## config.mk

```make
export PLATFORM = sky130hd
export DESIGN_NAME = reg_file_mp
export DESIGN_NICKNAME = d
export VERILOG_FILES = /design/src/rtl/reg_file_pkg.sv /design/src/rtl/reg_file_scoreboard.sv /design/src/rtl/reg_file_mp.sv
export SDC_FILE = /design/constraint.sdc
export NUM_CORES = 2
export LEC_CHECK = 0
export ABC_CLOCK_PERIOD_IN_PS = 6600
export BUFFER_PORTS_ARGS = -buffer_cell sky130_fd_sc_hd__buf_2
export CAP_MARGIN = 25
export CORE_MARGIN = 2
export CORE_UTILIZATION = 45
export DETAILED_ROUTE_END_ITERATION = 6
export GPL_TIMING_DRIVEN = 0
export PLACE_DENSITY_LB_ADDON = 0.1
export SKIP_LAST_GASP = 1
export SLEW_MARGIN = 20
export SYNTH_ARGS = -nofsm -noshare
export SYNTH_HDL_FRONTEND = slang
export SYNTH_SLANG_ARGS = --single-unit
export TNS_END_PERCENT = 100
```

## constraint.sdc

```tcl
create_clock -name clk_in -period 6.6 [get_ports clk_in]
set_input_delay 0.66 -clock clk_in [delete_from_list [all_inputs] [get_ports clk_in]]
set_output_delay 0.66 -clock clk_in [all_outputs]
set_load 0.005 [all_outputs]
```

## src/rtl/reg_file_pkg.sv

```systemverilog
// Shared sizing helpers, index type and zero-register constant for the
// multi-port integer register file.
package reg_file_pkg;

    localparam int REG_DATA_WIDTH_POW_DEF = 6;
    localparam int REG_MEM_DEPTH_POW_DEF  = 5;
    localparam int ZERO_REG               = 0;

    typedef logic [REG_MEM_DEPTH_POW_DEF-1:0] reg_idx_t;

    function automatic int reg_data_width(input int pow);
        return 1 << pow;
    endfunction

    function automatic int reg_mem_depth(input int pow);
        return 1 << pow;
    endfunction

endpackage

```

## src/rtl/reg_file_scoreboard.sv

```systemverilog
// Per-register busy scoreboard: alloc sets, writeback clears, and each read
// port sees the busy bit of its source register with write bypass applied.
module reg_file_scoreboard
    import reg_file_pkg::*;
#(
    parameter int REG_MEM_DEPTH_POW = REG_MEM_DEPTH_POW_DEF,
    parameter int NUM_READ_PORTS    = 2,
    parameter int NUM_WRITE_PORTS   = 1,
    parameter int BYPASS_EN         = 1,
    parameter int ZERO_REG_EN       = 1
) (
    input  logic                                        clk_in,
    input  logic                                        rst_n_in,
    input  logic [NUM_READ_PORTS*REG_MEM_DEPTH_POW-1:0]  rs_in,
    input  logic [NUM_WRITE_PORTS*REG_MEM_DEPTH_POW-1:0] rd_in,
    input  logic [NUM_WRITE_PORTS-1:0]                   write_en,
    input  logic                                         alloc_en,
    input  logic [REG_MEM_DEPTH_POW-1:0]                 alloc_rd,
    output logic [NUM_READ_PORTS-1:0]                    busy_out
);

    localparam int REG_MEM_DEPTH = reg_mem_depth(REG_MEM_DEPTH_POW);
    localparam logic [REG_MEM_DEPTH_POW-1:0] ZERO_IDX = REG_MEM_DEPTH_POW'(ZERO_REG);

    logic [REG_MEM_DEPTH-1:0] busy_reg;
    logic [REG_MEM_DEPTH-1:0] busy_next;
    logic                     alloc_ok;

    assign alloc_ok = alloc_en && !((ZERO_REG_EN != 0) && (alloc_rd == ZERO_IDX));

    // Alloc is applied after the clears so a new producer supersedes a retiring one.
    always_comb begin
        busy_next = busy_reg;
        for (int w = 0; w < NUM_WRITE_PORTS; w++) begin
            if (write_en[w]) begin
                busy_next[rd_in[w*REG_MEM_DEPTH_POW +: REG_MEM_DEPTH_POW]] = 1'b0;
            end
        end
        if (alloc_ok) begin
            busy_next[alloc_rd] = 1'b1;
        end
    end

    always_ff @(posedge clk_in or negedge rst_n_in) begin
        if (!rst_n_in) begin
            busy_reg <= '0;
        end else begin
            busy_reg <= busy_next;
        end
    end

    for (genvar gi = 0; gi < NUM_READ_PORTS; gi++) begin : g_busy_port
        logic [REG_MEM_DEPTH_POW-1:0] rs_idx;
        logic                         wr_hit;
        logic                         busy_bit;

        assign rs_idx = rs_in[gi*REG_MEM_DEPTH_POW +: REG_MEM_DEPTH_POW];

        always_comb begin
            wr_hit = 1'b0;
            for (int w = 0; w < NUM_WRITE_PORTS; w++) begin
                if (write_en[w] && (rd_in[w*REG_MEM_DEPTH_POW +: REG_MEM_DEPTH_POW] == rs_idx)) begin
                    wr_hit = 1'b1;
                end
            end
        end

        always_comb begin
            busy_bit = busy_reg[rs_idx];
            if ((BYPASS_EN != 0) && wr_hit && !(alloc_ok && (alloc_rd == rs_idx))) begin
                busy_bit = 1'b0;
            end
            if ((ZERO_REG_EN != 0) && (rs_idx == ZERO_IDX)) begin
                busy_bit = 1'b0;
            end
        end

        assign busy_out[gi] = busy_bit;
    end

endmodule

```

## src/rtl/reg_file_mp.sv

```systemverilog
// Multi-port integer register file with hardwired zero register, optional
// write-to-read bypass and a busy scoreboard for hazard detection.
module reg_file_mp
    import reg_file_pkg::*;
#(
    parameter int REG_DATA_WIDTH_POW = REG_DATA_WIDTH_POW_DEF,
    parameter int REG_MEM_DEPTH_POW  = REG_MEM_DEPTH_POW_DEF,
    parameter int NUM_READ_PORTS     = 2,
    parameter int NUM_WRITE_PORTS    = 1,
    parameter int BYPASS_EN          = 1,
    parameter int ZERO_REG_EN        = 1,
    localparam int REG_DATA_WIDTH    = reg_data_width(REG_DATA_WIDTH_POW)
) (
    input  logic                                         clk_in,
    input  logic                                         rst_n_in,
    input  logic [NUM_READ_PORTS*REG_MEM_DEPTH_POW-1:0]  rs_in,
    output logic [NUM_READ_PORTS*REG_DATA_WIDTH-1:0]     reg_data_out,
    output logic [NUM_READ_PORTS-1:0]                    busy_out,
    input  logic [NUM_WRITE_PORTS*REG_MEM_DEPTH_POW-1:0] rd_in,
    input  logic [NUM_WRITE_PORTS*REG_DATA_WIDTH-1:0]    data_write,
    input  logic [NUM_WRITE_PORTS-1:0]                   write_en,
    input  logic                                         alloc_en,
    input  logic [REG_MEM_DEPTH_POW-1:0]                 alloc_rd
);

    localparam int REG_MEM_DEPTH = reg_mem_depth(REG_MEM_DEPTH_POW);
    localparam logic [REG_MEM_DEPTH_POW-1:0] ZERO_IDX = REG_MEM_DEPTH_POW'(ZERO_REG);

    logic [REG_DATA_WIDTH-1:0] mem_flat [REG_MEM_DEPTH];

    // Later write ports overwrite earlier ones, so the highest index wins a collision.
    for (genvar gi = 0; gi < REG_MEM_DEPTH; gi++) begin : g_reg
        localparam bit IS_ZERO = (ZERO_REG_EN != 0) && (gi == ZERO_REG);

        logic                      wr_hit;
        logic [REG_DATA_WIDTH-1:0] wr_data;
        logic [REG_DATA_WIDTH-1:0] data_reg;

        always_comb begin
            wr_hit  = 1'b0;
            wr_data = '0;
            for (int w = 0; w < NUM_WRITE_PORTS; w++) begin
                if (write_en[w] && (rd_in[w*REG_MEM_DEPTH_POW +: REG_MEM_DEPTH_POW] == REG_MEM_DEPTH_POW'(gi))) begin
                    wr_hit  = 1'b1;
                    wr_data = data_write[w*REG_DATA_WIDTH +: REG_DATA_WIDTH];
                end
            end
        end

        always_ff @(posedge clk_in or negedge rst_n_in) begin
            if (!rst_n_in) begin
                data_reg <= '0;
            end else if (wr_hit && !IS_ZERO) begin
                data_reg <= wr_data;
            end
        end

        assign mem_flat[gi] = data_reg;
    end

    for (genvar gi = 0; gi < NUM_READ_PORTS; gi++) begin : g_read
        logic [REG_MEM_DEPTH_POW-1:0] rs_idx;
        logic [REG_DATA_WIDTH-1:0]    rd_data;

        assign rs_idx = rs_in[gi*REG_MEM_DEPTH_POW +: REG_MEM_DEPTH_POW];

        always_comb begin
            rd_data = mem_flat[rs_idx];
            if (BYPASS_EN != 0) begin
                for (int w = 0; w < NUM_WRITE_PORTS; w++) begin
                    if (write_en[w] && (rd_in[w*REG_MEM_DEPTH_POW +: REG_MEM_DEPTH_POW] == rs_idx)) begin
                        rd_data = data_write[w*REG_DATA_WIDTH +: REG_DATA_WIDTH];
                    end
                end
            end
            if ((ZERO_REG_EN != 0) && (rs_idx == ZERO_IDX)) begin
                rd_data = '0;
            end
        end

        assign reg_data_out[gi*REG_DATA_WIDTH +: REG_DATA_WIDTH] = rd_data;
    end

    reg_file_scoreboard #(
        .REG_MEM_DEPTH_POW (REG_MEM_DEPTH_POW),
        .NUM_READ_PORTS    (NUM_READ_PORTS),
        .NUM_WRITE_PORTS   (NUM_WRITE_PORTS),
        .BYPASS_EN         (BYPASS_EN),
        .ZERO_REG_EN       (ZERO_REG_EN)
    ) u_scoreboard (
        .clk_in   (clk_in),
        .rst_n_in (rst_n_in),
        .rs_in    (rs_in),
        .rd_in    (rd_in),
        .write_en (write_en),
        .alloc_en (alloc_en),
        .alloc_rd (alloc_rd),
        .busy_out (busy_out)
    );

endmodule
```

# [After elaboration in Yosys (flattened, before gate mapping)]
# Cells that the tools add are included.
# Widths: inputs -> output; s select.
[word_totals] output_inout_bits=130 latchBits=0 mem_bits_ro=0 inputBits=88 elab_cells=214 reg_bits=2016 ram_bits=0 mem_count=0
[op_classes] n_mux=88 mul=0 eq_ne=35 shift=0 n_bitwise=5 n_reduce_logical=46 div_mod_pow=0 addsub=0 magnitude_cmp=8
[op_table] operator="$mux 64" n=39
[op_table] operator="$bmux 64 s5" n=2
[op_table] operator="$eq 5x5->1 const B" n=16
[op_table] operator="$mux 32" n=2
[op_table] operator="$mux 1" n=41
[op_table] operator="$eq 5x4->1 const B" n=8
[op_table] operator="$logic_and 1x1->1" n=40
[op_table] operator="$and 32x32->32" n=1
[op_table] operator="$not 32->32" n=1
[op_table] operator="$or 32x32->32" n=1
[op_table] operator="$lt 5x6->1 const B" n=4
[op_table] operator="$eq 5x3->1 const B" n=4
[op_table] operator="$eq 5x5->1" n=4
[op_table] operator="$logic_not 5->1" n=3
[op_table] operator="$ge 6x6->1 const B" n=2
[op_table] operator="$not 5->6" n=2
[op_table] operator="$bmux 1 s5" n=2
[op_table] operator="$demux 1 s5" n=2
[op_table] operator="$eq 5x2->1 const B" n=2
[op_table] operator="$ge 5x1->1 const B" n=2
[op_table] operator="$eq 5x1->1 const B" n=1
[op_table] operator="$logic_not 1->1" n=3

# [Longest topological paths before layout]
[logic_depth] word_depth=9 mapped_depth=10 mapped_depth_nobuf=5

# [Cells and area by module]
# Synthesis repeated with hierarchy kept, for this count alone.
[hier_totals] hier_cells=8028 area_unflattened_um2=109518.8
[by_module_without_submodules] mod="reg_file_mp" seq_area_each_um2=49647.6 area_per_inst_um2=107373.0 cells_each=7813 instances=1
[by_module_without_submodules] mod="reg_file_scoreboard" seq_area_each_um2=775.7 area_per_inst_um2=2145.8 cells_each=215 instances=1

# [Worst setup path after synthesis]
# OpenSTA, ideal clock, no wires.
[synth_timing] path_kind="input-to-output" from="in rs_in[6]" to="out busy_out[1]" path_buffers=4 slack_ns=3.438 arrival_ns=2.502 cell_stages=8 required_time_ns=5.940 cell_sequence="buf_2 > buf_2 > clkbuf_1 > mux4_2 > mux4_2 > a22oi_1 > nor2_1 > buf_4"
[synth_between] elab_chain_cells=6 elab_cells_between_ends=12 classes_between="2 x eq/ne; 5 x mux; 5 x reduce/logical"
[synth_lines] item="from (decl)" line="reg_file_mp.sv:16" rtl="input logic [NUM_READ_PORTS*REG_MEM_DEPTH_POW-1:0] rs_in,"
[synth_lines] item="branches (longest 5 deep; another with $bmux 1 s5)"
[synth_lines] item="$mux 1 *" line="reg_file_scoreboard.sv:73" rtl="if ((ZERO_REG_EN != 0) && (rs_idx == ZERO_IDX)) begin"
[synth_lines] item="to (decl)" line="reg_file_mp.sv:18" rtl="output logic [NUM_READ_PORTS-1:0] busy_out,"
# Every way passes the cells marked *. The select of a mux whose other input is x is not followed.

# [Final worst setup path]
[layout_timing] from="in rs_in[2]" to="out reg_data_out[40]"
[layout_between] elab_chain_cells=6 elab_cells_between_ends=9 classes_between="1 x eq/ne; 5 x mux; 1 x bitwise; 2 x reduce/logical"
[layout_lines] item="$not 5->6 (implied by the code)" line="reg_file_mp.sv:68" rtl="rd_data = mem_flat[rs_idx];"
[layout_lines] item="$bmux 64 s5" line="reg_file_mp.sv:68"
[layout_lines] item="$mux 64 (implied by the code) (2 in a row)" line="reg_file_mp.sv:68"
[layout_lines] item="$mux 64" line="reg_file_mp.sv:71" rtl="if (write_en[w] && (rd_in[w*REG_MEM_DEPTH_POW +: REG_MEM_DEPTH_POW] == rs_idx)) begin"
[layout_lines] item="$mux 64 *" line="reg_file_mp.sv:76" rtl="if ((ZERO_REG_EN != 0) && (rs_idx == ZERO_IDX)) begin"
[layout_lines] item="to (decl)" line="reg_file_mp.sv:17" rtl="output logic [NUM_READ_PORTS*REG_DATA_WIDTH-1:0] reg_data_out,"
# Every way passes the cells marked *; elsewhere a longest branch is shown, timed or not. The select of a mux whose other input is x is not followed.

==> summary.txt <==
OUTCOME
---------------------------------------------------------------------------------
Run status ......................................................... finished, final reports clean

SYNTH
---------------------------------------------------------------------------------
Ranking of synthesized cells by area ............................... dfrtp_1 (47%), mux2_2 (22%), mux4_2 (18%)
Most repeated cell in the gate-level netlist after synthesis .......       mux2_2
Mux contribution to synthesized area ...............................        41.9%
Fraction of synthesis flops using an asynchronous set or reset pin .         100%
Part of the Yosys area used for sequential elements ................        46.6%
Largest area contributor in the netlist ............................      dfrtp_1
Synth cell types ...................................................           49
Fraction of the mapped netlist area in compound gates ..............        5.01%
Number of warnings issued by yosys .................................           64
Mean cell area of the mapped netlist ...............................     14.5 um2
Yosys top cell area share ..........................................        46.6%
Cell Area, Synth ...................................................    0.108 mm2
Synth top cells by count ........................................... mux2_2 (2097), dfrtp_1 (2016), mux4_2 (848), clkbuf_1 (512), buf_2 (298)
Number of cells produced by synthesis ..............................         7473
Net Count, Synth ...................................................         7561
Total of flip-flops plus latches after synthesis ...................         2016
XOR/XNOR share of the synthesized area .............................       0.162%
Primary FF master, synth ...........................................      dfrtp_1
Post-synthesis simple-gate area fraction ...........................        2.87%
Number of synthesized flops with an enable pin .....................            0
Adder-cell share of the synthesized area ...........................           0%
Largest family of logic cells by synthesized area .................. multiplexers

CTS
---------------------------------------------------------------------------------
Clock transition at path regs ......................................      0.06 ns
H-tree levels ......................................................            4
Total clock buffers created by CTS .................................          227
Clock Tree Root ....................................................    clkbuf_16
CTS tree ...........................................................          yes
Skew-Pair Late Insertion Delay .....................................      0.92 ns
Hold buffers post-CTS ..............................................            1
Maximum number of buffers from clock root to sink ..................            3
Post-cts repair resize count .......................................            0
Number of clock sinks ..............................................         2016
Count of buffers added by post-CTS timing repair for setup .........            0

SETUP PATH
---------------------------------------------------------------------------------
Peak per-stage delay on the critical path ..........................      0.95 ns
Most frequent CP cell ..............................................        buf_2
Kind of capture point of the worst setup path ......................   output pin
WP data arrival ....................................................      5.39 ns
Required time at the worst-slack endpoint ..........................      5.94 ns
Ordered list of cells on the worst path ............................ buf_2, buf_2, buf_2, clkbuf_1, clkbuf_1, a211oi_1, nor4_1, o32a_1, buf_2
Largest fanout on the critical path ................................           10
CP Launch Type ..................................................... primary input
Class of the most critical setup path .............................. primary input to output pin
Standard cell with the maximum stage delay on the critical path ....     clkbuf_1

POWER AND IR DROP
---------------------------------------------------------------------------------
Power per Cell Area ................................................   308 mW/mm2
Static Leakage .....................................................    0.0533 uW
Peak supply drop ...................................................     0.322 mV

ROUTING
---------------------------------------------------------------------------------
1st-iter DRT viols .................................................        10200
Avg WL per Cell ....................................................      43.4 um
DRC errors left ....................................................            0
Drt pass-1 iters ...................................................            7
Number of vias after detailed routing ..............................        80100
Final Routed Wirelength ............................................    496000 um
Number of antenna-violating nets in the routed design ..............            0
Via count normalized by instance count .............................         7.00

DIE
---------------------------------------------------------------------------------
Number of rows in the core area ....................................          179
Die width ..........................................................       494 um
Die Ht .............................................................       494 um
Effective utilization at floorplan .................................        45.3%
Die footprint ......................................................    0.244 mm2
Number of top-level pins ...........................................          218
Core Region ........................................................    0.239 mm2

TIMING
---------------------------------------------------------------------------------
Final Hold Vio Count ...............................................            0
Worst slew slack as a fraction of its limit ........................        13.3%
Final-layout setup total negative slack ............................         0 ns
Final number of max-transition violations ..........................            0
Highest Clock Rate .................................................      165 MHz
Worst slew pin tran ................................................      1.30 ns
Unrepaired setup endpoints after global routing ....................           no
Clock tree skew after final layout .................................         0 ns
Endpoints failing setup ............................................            0
Post-route fraction of the period consumed by the critical path ....        91.7%
Tightest hold margin ...............................................    0.0525 ns
Final critical-path required period ................................      6.05 ns

FINISH
---------------------------------------------------------------------------------
Proportion of layout cells with a drive suffix above 1 .............        49.9%
P&R area growth vs syn .............................................        14.0%
Number of flip-flops under the largest register name ...............         1984
Fin nets ...........................................................         8106

PLACEMENT
---------------------------------------------------------------------------------
Detailed placer's ending HPWL ......................................    356000 um
Count of port buffers added during placement .......................          199
Final weighted congestion in routability-driven placement ..........        0.985

GLOBAL ROUTE
---------------------------------------------------------------------------------
Global router's overall resource usage .............................        40.4%
Pin count of the biggest net entering global routing ...............          130
Wire length of the first global-routing pass .......................    671000 um
Via count of the first global-routing pass .........................        79100
Leftover overflow at the end of global routing .....................            0
Antenna violations before repair ...................................           53

HOLD PATH
---------------------------------------------------------------------------------
Worst min path class ............................................... primary input to register

JOB
---------------------------------------------------------------------------------
# Max-Cap Violations ...............................................            0

-- where the power goes --
part	internal (uW)	switching [uW]
registers	14800	1790
clock network	7490	5520
logic	4580	3860
total	26900	11200
-- placed cells by master, fill, tap and decap left out, drive strengths merged, types with 2 or more instances in the layout --
cell and n:
nand2 118, nor2 187, nor3b 4, nand3 5, a41oi 2, o221ai 34, nor3 154, nor4 77
clkbuf 876, a211oi 88, and3 2, nor2b 63, o32a 73, dfrtp 2016, or2 7, mux4 848
buf 665, a221oi 94, nand3b 3, inv 21, a21boi 2, mux2i 247, a21oi 35, diode 62
o21ai 17, o22ai 210, a221o 34, nand4 6, xor2 6, a22oi 112, or4 2, clkinv 36
bufinv 10, mux2 2104, xnor2 14, nand2b 9, a22o 11, and2 5, clkinvlp 2
-- layout make-up --
| cell class | instances | area [um2] |
|---|---|---|
| tap | 3167 | 3960 |
| buffer | 862 | 3870 |
| clock inverter | 51 | 601 |
| antenna | 62 | 155 |
| multi-input combinational | 4577 | 54000 |
| timing repair buffer | 316 | 3280 |
| inverter | 18 | 67.6 |
| sequential | 2016 | 50400 |
| fill | 20300 | 115000 |
| clock buffer | 364 | 6900 |
-- per-stage QoR --
step                total power, uW  cell area, um2  setup WS, ns  utilization (%)  std cells
finish                        38000          123000         0.546             51.7      11400
global route                  39200          123000         0.806             51.7      11400
CTS                           37800          123000         0.923             51.6      11400
detailed placement            25000          116000         0.921             48.4      10900
global placement              24600          113000        -41.96             47.4      10800
floorplan                     21900          108000          3.44                -       7473
-- per-layer routing --
metal	wire [um]	vias up	GRT usage, %
met5	323	-	0.254
met4	41900	27	28.8
met3	55500	1433	13.9
met2	211000	5167	57.3
met1	188000	43200	51.5
li1	-	30200	-
-- critical path, delay by kind of cell --
kind	cells	cell delay, ns
buffers and inverters	6	3.31
AND/OR/NAND/NOR	1	0.80
AO/OA/AOI/OAI	2	0.58
-- path summary, 6_finish.rpt --
path / to / slack, ns / depth (start not counted) / start
max: reg_data_out[40] / 0.55 / 9 / rs_in[2]
min: g_reg[29].data_reg[8] / 0.05 / 2 / data_write[8]
max reg2reg: u_scoreboard.busy_reg[0] / 5.75 / 1 / u_scoreboard.busy_reg[0]
min reg2reg: g_reg[20].data_reg[55] / 0.52 / 1 / g_reg[20].data_reg[55]
max in group asynchronous: g_reg[25].data_reg[26] / 2.95 / 7 / rst_n_in
min in group asynchronous: g_reg[27].data_reg[58] / 0.30 / 2 / rst_n_in
-- cell families (layout without fill, tap and decap cells) --
family,Yosys count,after routing
buffers and inverters,880,1611
multiplexers,3199,3199
XOR/XNOR,20,20
AO/OA/AOI/OAI,714,714
AND/OR/NAND/NOR,644,644
flip-flops,2016,2016
other,0,62
Power figures use the tool's default switching activity.
